**config.mk**
```make
export PLATFORM = sky130hd
export DESIGN_NAME = lot_access_controller_flat
export DESIGN_NICKNAME = d
export VERILOG_FILES = /design/src/rtl/lot_access_controller_pkg.sv /design/src/rtl/lot_access_controller_if.sv /design/src/rtl/lot_access_controller_bcd.sv /design/src/rtl/lot_access_controller.sv /design/src/flat_wrapper.sv
export SDC_FILE = /design/constraint.sdc
export NUM_CORES = 1
export LEC_CHECK = 0
export ABC_CLOCK_PERIOD_IN_PS = 4400
export CORE_MARGIN = 2
export CORE_UTILIZATION = 30
export CTS_BUF_LIST = sky130_fd_sc_hd__clkbuf_8
export CTS_CLUSTER_SIZE = 8
export DETAILED_ROUTE_END_ITERATION = 16
export PLACE_DENSITY = 0.52
export RECOVER_POWER = 25
export SETUP_SLACK_MARGIN = 0.4
export SYNTH_ARGS = -nofsm -noshare
export SYNTH_HDL_FRONTEND = slang
export SYNTH_SLANG_ARGS = --single-unit
```
**constraint.sdc**
```tcl
create_clock -name clk -period 4.4 [get_ports clk]
set_input_delay 0.66 -clock clk [delete_from_list [all_inputs] [get_ports clk]]
set_output_delay 0.66 -clock clk [all_outputs]
set_load 0.02 [all_outputs]
```
**src/rtl/lot_access_controller_pkg.sv**
```systemverilog
// Shared types and defaults for the parking-lot entry gate controller.
// State encoding plus clock-rate-derived timing constants.
package lot_pkg;

    typedef enum logic [1:0] {
        IDLE    = 2'd0,
        OPEN    = 2'd1,
        CLOSING = 2'd2
    } gate_state_t;

    localparam int CLK_HZ        = 50_000_000;
    localparam int DEF_CAPACITY  = 12;
    localparam int DEF_CNT_W     = 7;
    localparam int DEF_OPEN_CYC  = 5 * CLK_HZ;
    localparam int DEF_CLOSE_CYC = CLK_HZ;

endpackage

```
**src/rtl/lot_access_controller_if.sv**
```systemverilog
// Tick/request inputs and gate/occupancy outputs of the entry controller.
// master drives the ticks and request, slave is the controller.
interface lot_access_controller_if #(
    parameter int CNT_W = 7
);
    logic             enter_tick;
    logic             exit_tick;
    logic             car_waiting;
    logic             gate_open;
    logic [CNT_W-1:0] occupancy;
    logic             full;
    logic             empty;
    logic             denied;
    logic             tailgate;
    logic [3:0]       occ_tens;
    logic [3:0]       occ_ones;

    modport master (
        output enter_tick, exit_tick, car_waiting,
        input  gate_open, occupancy, full, empty,
        input  denied, tailgate, occ_tens, occ_ones
    );

    modport slave (
        input  enter_tick, exit_tick, car_waiting,
        output gate_open, occupancy, full, empty,
        output denied, tailgate, occ_tens, occ_ones
    );
endinterface

```
**src/rtl/lot_access_controller_bcd.sv**
```systemverilog
// Two-digit binary to BCD converter, purely combinational.
// Input is expected in 0..99; the tens digit is truncated above that.
module bin2bcd_2digit #(
    parameter int CNT_W = 7
) (
    input  logic [CNT_W-1:0] bin_i,
    output logic [3:0]       tens_o,
    output logic [3:0]       ones_o
);
    int val;

    always_comb begin
        val    = int'(bin_i);
        tens_o = 4'(val / 10);
        ones_o = 4'(val % 10);
    end
endmodule

```
**src/rtl/lot_access_controller.sv**
```systemverilog
// Entry barrier FSM with capacity enforcement and slot reservation.
// Occupancy is tracked from enter/exit ticks and shown as BCD digits.
module lot_access_controller
    import lot_pkg::*;
#(
    parameter int CAPACITY  = DEF_CAPACITY,
    parameter int CNT_W     = DEF_CNT_W,
    parameter int OPEN_CYC  = DEF_OPEN_CYC,
    parameter int CLOSE_CYC = DEF_CLOSE_CYC
) (
    input logic                  clk,
    input logic                  rst_n,
    lot_access_controller_if.slave lot_if
);
    localparam int MAX_CYC = (OPEN_CYC > CLOSE_CYC) ? OPEN_CYC : CLOSE_CYC;
    localparam int TW      = (MAX_CYC > 1) ? $clog2(MAX_CYC) : 1;
    localparam logic [TW-1:0]    OPEN_LAST  = TW'(OPEN_CYC - 1);
    localparam logic [TW-1:0]    CLOSE_LAST = TW'(CLOSE_CYC - 1);
    localparam logic [CNT_W-1:0] CAP_W      = CNT_W'(CAPACITY);
    localparam logic [CNT_W:0]   CAP_X      = (CNT_W+1)'(CAPACITY);

    gate_state_t      state_q, state_d;
    logic [TW-1:0]    timer_q, timer_d;
    logic [CNT_W-1:0] occ_q, occ_d;
    logic             rsv_q, rsv_d;
    logic             cw_q;
    logic             denied_q, denied_d;
    logic             tailgate_q, tailgate_d;
    logic [CNT_W:0]   load;
    logic             full;
    logic             enter, leave;

    assign enter = lot_if.enter_tick;
    assign leave = lot_if.exit_tick;

    // The reserved slot counts as taken so an open gate blocks a second admit.
    assign load = {1'b0, occ_q} + {{CNT_W{1'b0}}, rsv_q};
    assign full = (load >= CAP_X);

    always_comb begin
        state_d = state_q;
        timer_d = timer_q;
        rsv_d   = rsv_q;
        unique case (state_q)
            IDLE: begin
                timer_d = '0;
                if (lot_if.car_waiting && !full) begin
                    state_d = OPEN;
                    rsv_d   = 1'b1;
                end
            end
            OPEN: begin
                if (enter || timer_q == OPEN_LAST) begin
                    state_d = CLOSING;
                    timer_d = '0;
                    rsv_d   = 1'b0;
                end else begin
                    timer_d = timer_q + TW'(1);
                end
            end
            CLOSING: begin
                if (timer_q == CLOSE_LAST) begin
                    state_d = IDLE;
                    timer_d = '0;
                end else begin
                    timer_d = timer_q + TW'(1);
                end
            end
            default: begin
                state_d = IDLE;
                timer_d = '0;
                rsv_d   = 1'b0;
            end
        endcase
    end

    always_comb begin
        occ_d = occ_q;
        if (enter && !leave && occ_q < CAP_W) begin
            occ_d = occ_q + CNT_W'(1);
        end else if (leave && !enter && occ_q != '0) begin
            occ_d = occ_q - CNT_W'(1);
        end
        denied_d = (state_q == IDLE) && lot_if.car_waiting &&
                   !cw_q && full;
        tailgate_d = enter && (state_q != OPEN);
    end

    always_ff @(posedge clk or negedge rst_n) begin
        if (!rst_n) begin
            state_q    <= IDLE;
            timer_q    <= '0;
            occ_q      <= '0;
            rsv_q      <= 1'b0;
            cw_q       <= 1'b0;
            denied_q   <= 1'b0;
            tailgate_q <= 1'b0;
        end else begin
            state_q    <= state_d;
            timer_q    <= timer_d;
            occ_q      <= occ_d;
            rsv_q      <= rsv_d;
            cw_q       <= lot_if.car_waiting;
            denied_q   <= denied_d;
            tailgate_q <= tailgate_d;
        end
    end

    assign lot_if.gate_open = (state_q == OPEN);
    assign lot_if.occupancy = occ_q;
    assign lot_if.full      = full;
    assign lot_if.empty     = (occ_q == '0);
    assign lot_if.denied    = denied_q;
    assign lot_if.tailgate  = tailgate_q;

    bin2bcd_2digit #(
        .CNT_W (CNT_W)
    ) u_bcd (
        .bin_i  (occ_q),
        .tens_o (lot_if.occ_tens),
        .ones_o (lot_if.occ_ones)
    );
endmodule

```
**src/flat_wrapper.sv**
```systemverilog
// flat-port wrapper written by rule: the top's interface ports become plain ports
module lot_access_controller_flat import lot_pkg::*;
#(
    parameter int CAPACITY  = DEF_CAPACITY,
    parameter int CNT_W     = DEF_CNT_W,
    parameter int OPEN_CYC  = DEF_OPEN_CYC,
    parameter int CLOSE_CYC = DEF_CLOSE_CYC
)
  (clk, rst_n, lot_if_enter_tick, lot_if_exit_tick, lot_if_car_waiting, lot_if_gate_open, lot_if_occupancy, lot_if_full, lot_if_empty, lot_if_denied, lot_if_tailgate, lot_if_occ_tens, lot_if_occ_ones);
  lot_access_controller_if #(.CNT_W(CNT_W)) lot_if_i ();
  input logic clk;
  input logic rst_n;
  input wire logic [$bits(lot_if_i.enter_tick)-1:0] lot_if_enter_tick;
  input wire logic [$bits(lot_if_i.exit_tick)-1:0] lot_if_exit_tick;
  input wire logic [$bits(lot_if_i.car_waiting)-1:0] lot_if_car_waiting;
  output wire logic [$bits(lot_if_i.gate_open)-1:0] lot_if_gate_open;
  output wire logic [$bits(lot_if_i.occupancy)-1:0] lot_if_occupancy;
  output wire logic [$bits(lot_if_i.full)-1:0] lot_if_full;
  output wire logic [$bits(lot_if_i.empty)-1:0] lot_if_empty;
  output wire logic [$bits(lot_if_i.denied)-1:0] lot_if_denied;
  output wire logic [$bits(lot_if_i.tailgate)-1:0] lot_if_tailgate;
  output wire logic [$bits(lot_if_i.occ_tens)-1:0] lot_if_occ_tens;
  output wire logic [$bits(lot_if_i.occ_ones)-1:0] lot_if_occ_ones;
  assign lot_if_i.enter_tick = lot_if_enter_tick;
  assign lot_if_i.exit_tick = lot_if_exit_tick;
  assign lot_if_i.car_waiting = lot_if_car_waiting;
  assign lot_if_gate_open = lot_if_i.gate_open;
  assign lot_if_occupancy = lot_if_i.occupancy;
  assign lot_if_full = lot_if_i.full;
  assign lot_if_empty = lot_if_i.empty;
  assign lot_if_denied = lot_if_i.denied;
  assign lot_if_tailgate = lot_if_i.tailgate;
  assign lot_if_occ_tens = lot_if_i.occ_tens;
  assign lot_if_occ_ones = lot_if_i.occ_ones;
  lot_access_controller #(.CAPACITY(CAPACITY), .CNT_W(CNT_W), .OPEN_CYC(OPEN_CYC), .CLOSE_CYC(CLOSE_CYC)) u_core (.clk(clk), .rst_n(rst_n), .lot_if(lot_if_i));
endmodule
```
==> qor.txt <==
Fraction of layout cells with a size suffix above 1: 6.96%
Cell count after synthesis: 326
Syn avg cell area: 8.59 µm²
H-tree levels: 2
1st-iter DRT viols: 60
DIE WIDTH: 101 µm
DP HPWL: 4.45 mm
Clk_skew: 8.21 ps
CTS tree: done
Global-route wire length before repair: 11.1 mm
Mapped cell area: 2800 µm²
Final setup TNS: 0 ps
Slowest stage cell, crit path: a222oi_1
EDFF count, synth: 0
Clk pin slew, worst setup/hold paths: 80 ps
Crit end category: output port
Power per cell area: 679 nW/µm²
Initial antenna violation count: 0
Postcts setup bufs: 0
Drt pass-1 iters: 4
CP Data Required Time: 3740 ps
VDD IR max: 0.000657 V
Tmin final: 3640 ps
Clock Path Buffers: 2
DRC Markers: 0
Area of the multi-input gates: 1640 µm²
Clock Tree Root: clkbuf_8
Worst Tran Pin Value: 2220 ps
Hold depth: 1
Area leader, netlist: dfrtp_1
RSZ-0062 raised after global routing: false
Post-synth top area share: 36.6%
Final setup fails: 0
Die H: 101 µm
Max Clk Rate: 274 MHz
Synth area leaders: dfrtp_1 37%, xnor2_1 8.1%, nor2_1 6.7%, ha_1 4.9%, nand2_1 3.5%
Max_slew headroom: -47.9%
Max_cap viols: 1
Num Clock Sinks: 41
CP Max Fanout: 6
Storage cell area: 1030 µm²
R2R depth: 10
CP peak stage delay: 450 ps
Failing checks: max-capacitance violations, max-slew violations
Initial core utilization: 30.6%
Vias in the first global route: 2,235
Top FF cell, synth: dfrtp_1
Latest clock arrival within the worst-skew pair: 300 ps
Pleak: 1.29 nW
Seq cells post-synth: 41
Final hold vios: 0
Max Slew Vio Count: 42
Syn. warnings: 0
Seq/Total Area, Yosys: 36.6%
Number of I/O pins: 25
Status: finished with violations
Critical path type: flop to output port
Vias/cell: 5.16
Crit share post-route: 82.8%
GR Util All Layers: 13.5%
IO Port Bufs: 24
Fin nets: 362
Routed WL: 6.41 mm
Core area: 9150 µm²
Critical Path Source Type: flop
Total grt overflow: 0
Area grow syn2layout: 15.4%
Die ar.: 10,100 µm²
CP arrival: 2980 ps
Cts bufs inserted: 5
Ant. Diodes: 0
Syn Nets: 343
# fillers: 953
Routability-driven placement congestion ratio: 0.882
Row count: 35
CP cell instances: nor2_1, inv_1, ha_1, or2b_1, a21oi_1, o221ai_1, a222oi_1, nand2_2, a311oi_1, nand3_1, dlymetal6s2s_1
Final core occ: 35.3%
Async SR Flop Fraction: 100%
DRT antenna net count: 0
Min-delay worst type: flop to flop
Largest net degree at the start of global routing: 42
Wire per inst: 14.0 µm
Yosys cell types: 56
Post-CTS Hold Fix Bufs: 0
DR vias: 2,351
stage by stage:
step / instances / cell area (µm²) / hold slack (ps) / total power [mW] / worst slack, ps
after floorplan: 326 / 2800 / 364 / 1.46 / 708
after CTS: 456 / 3220 / 405 / 2.22 / 408
final: 456 / 3230 / 403 / 2.19 / 757
after detailed placement: 449 / 3110 / 394 / 1.91 / 602
after global routing: 456 / 3230 / 434 / 2.36 / 552
after global placement: 449 / 3110 / 394 / 1.91 / 670
synth_stat cells (all sizes together) (2+ instances only):
master   count
o21ai       14
nand2b       3
nor2        51
dfrtp       41
ha          11
and4b        4
inv         13
and4         2
xor2         8
o32ai        2
nor2b       11
o21a         2
a32oi        2
nand2       28
nor3         4
a21o         3
nor3b        3
mux2         2
xnor2       26
a21oi       16
or3          2
o22ai        3
buf         12
nand3       17
a211oi       2
clkbuf       5
and3         5
mux2i        2
nor4         3
nand4        8
nor4b        2
o2111ai      2
worst max-delay path: cells and delay by family, from the launching register on:
kind                       cells  cell delay, ps
and+or+nand+nor                4             680
adders and majority gates      1             360
buffers and inverters          2             270
AOI/OAI and AO/OA              4            1000
DFF                            1             380
registers in the layout, indices dropped and copies added, names as in the netlist:
signal	cells
u_core.cw_q	1
u_core.lot_if.denied	1
u_core.lot_if.occupancy	7
u_core.lot_if.tailgate	1
u_core.rsv_q	1
u_core.state_q	2
u_core.timer_q	28
final timing paths:
| kind | start | end | slack (ps) |
|---|---|---|---|
| setup reg to reg | u_core.lot_if.occupancy[2] | u_core.lot_if.occupancy[5] | 1540 |
| hold reg to reg | u_core.cw_q | u_core.lot_if.denied | 400 |
| max in group asynchronous | rst_n | u_core.lot_if.tailgate | 2120 |
| min in group asynchronous | rst_n | u_core.timer_q[9] | 1020 |
| setup / recovery | u_core.lot_if.occupancy[4] | lot_if_occ_ones[3] | 760 |
| hold / removal | u_core.cw_q | u_core.lot_if.denied | 400 |
layout by cell type, fill, tap and decap left out, drive strengths merged, types with 6 or more instances in the layout:
master | netlist | routed
a21oi | 16 | 16
clkbuf | 5 | 6
clkdlybuf4s50 | 0 | 18
dfrtp | 41 | 41
ha | 11 | 11
inv | 13 | 13
nand2 | 28 | 28
nand3 | 17 | 17
nand4 | 8 | 8
nor2 | 51 | 51
nor2b | 11 | 11
o21ai | 14 | 14
xnor2 | 26 | 26
xor2 | 8 | 8
metal layers:
metal	track usage, %	vias to the layer above	part of all wire [%]
li1	-	1176	-
met1	19.2	1121	49
met2	21.4	48	47
met3	2.08	6	3.2
met4	3.16	0	0.62
met5	0	-	0
logic make-up (layout without fill, tap and decap cells):
family	after synthesis	count (layout)	synth area share, %
muxes	4	4	1.52
DFF	41	41	36.6
AOI/OAI and AO/OA	57	57	13.4
xor gates and xnor gates	34	34	10.6
buffers and inverters	30	49	5.27
adders and majority gates	12	12	5.63
and+or+nand+nor	148	148	26.9
power breakdown:
group | leakage, nW | switching (mW) | internal, mW
logic | 0.687 | 0.778 | 0.608
clock network | 0.0540 | 0.130 | 0.165
registers | 0.551 | 0.0905 | 0.423
what timing repair did:
action | 4_1_cts | 5_1_grt
cloned | 0 | 0
pin swaps | 0 | 1
endpoints found under the setup margin | 2 | 3
gates resized for setup | 1 | 4
layout make-up:
cell class	count	share of cell area [%]
clock buffers	5	2.13
well taps	111	4.30
clock inverters	2	1.08
multi-input cells	255	50.6
repair buffers	29	8.63
inverters	13	1.51
flip-flops and latches	41	31.7
Power figures use the tool's default switching activity.
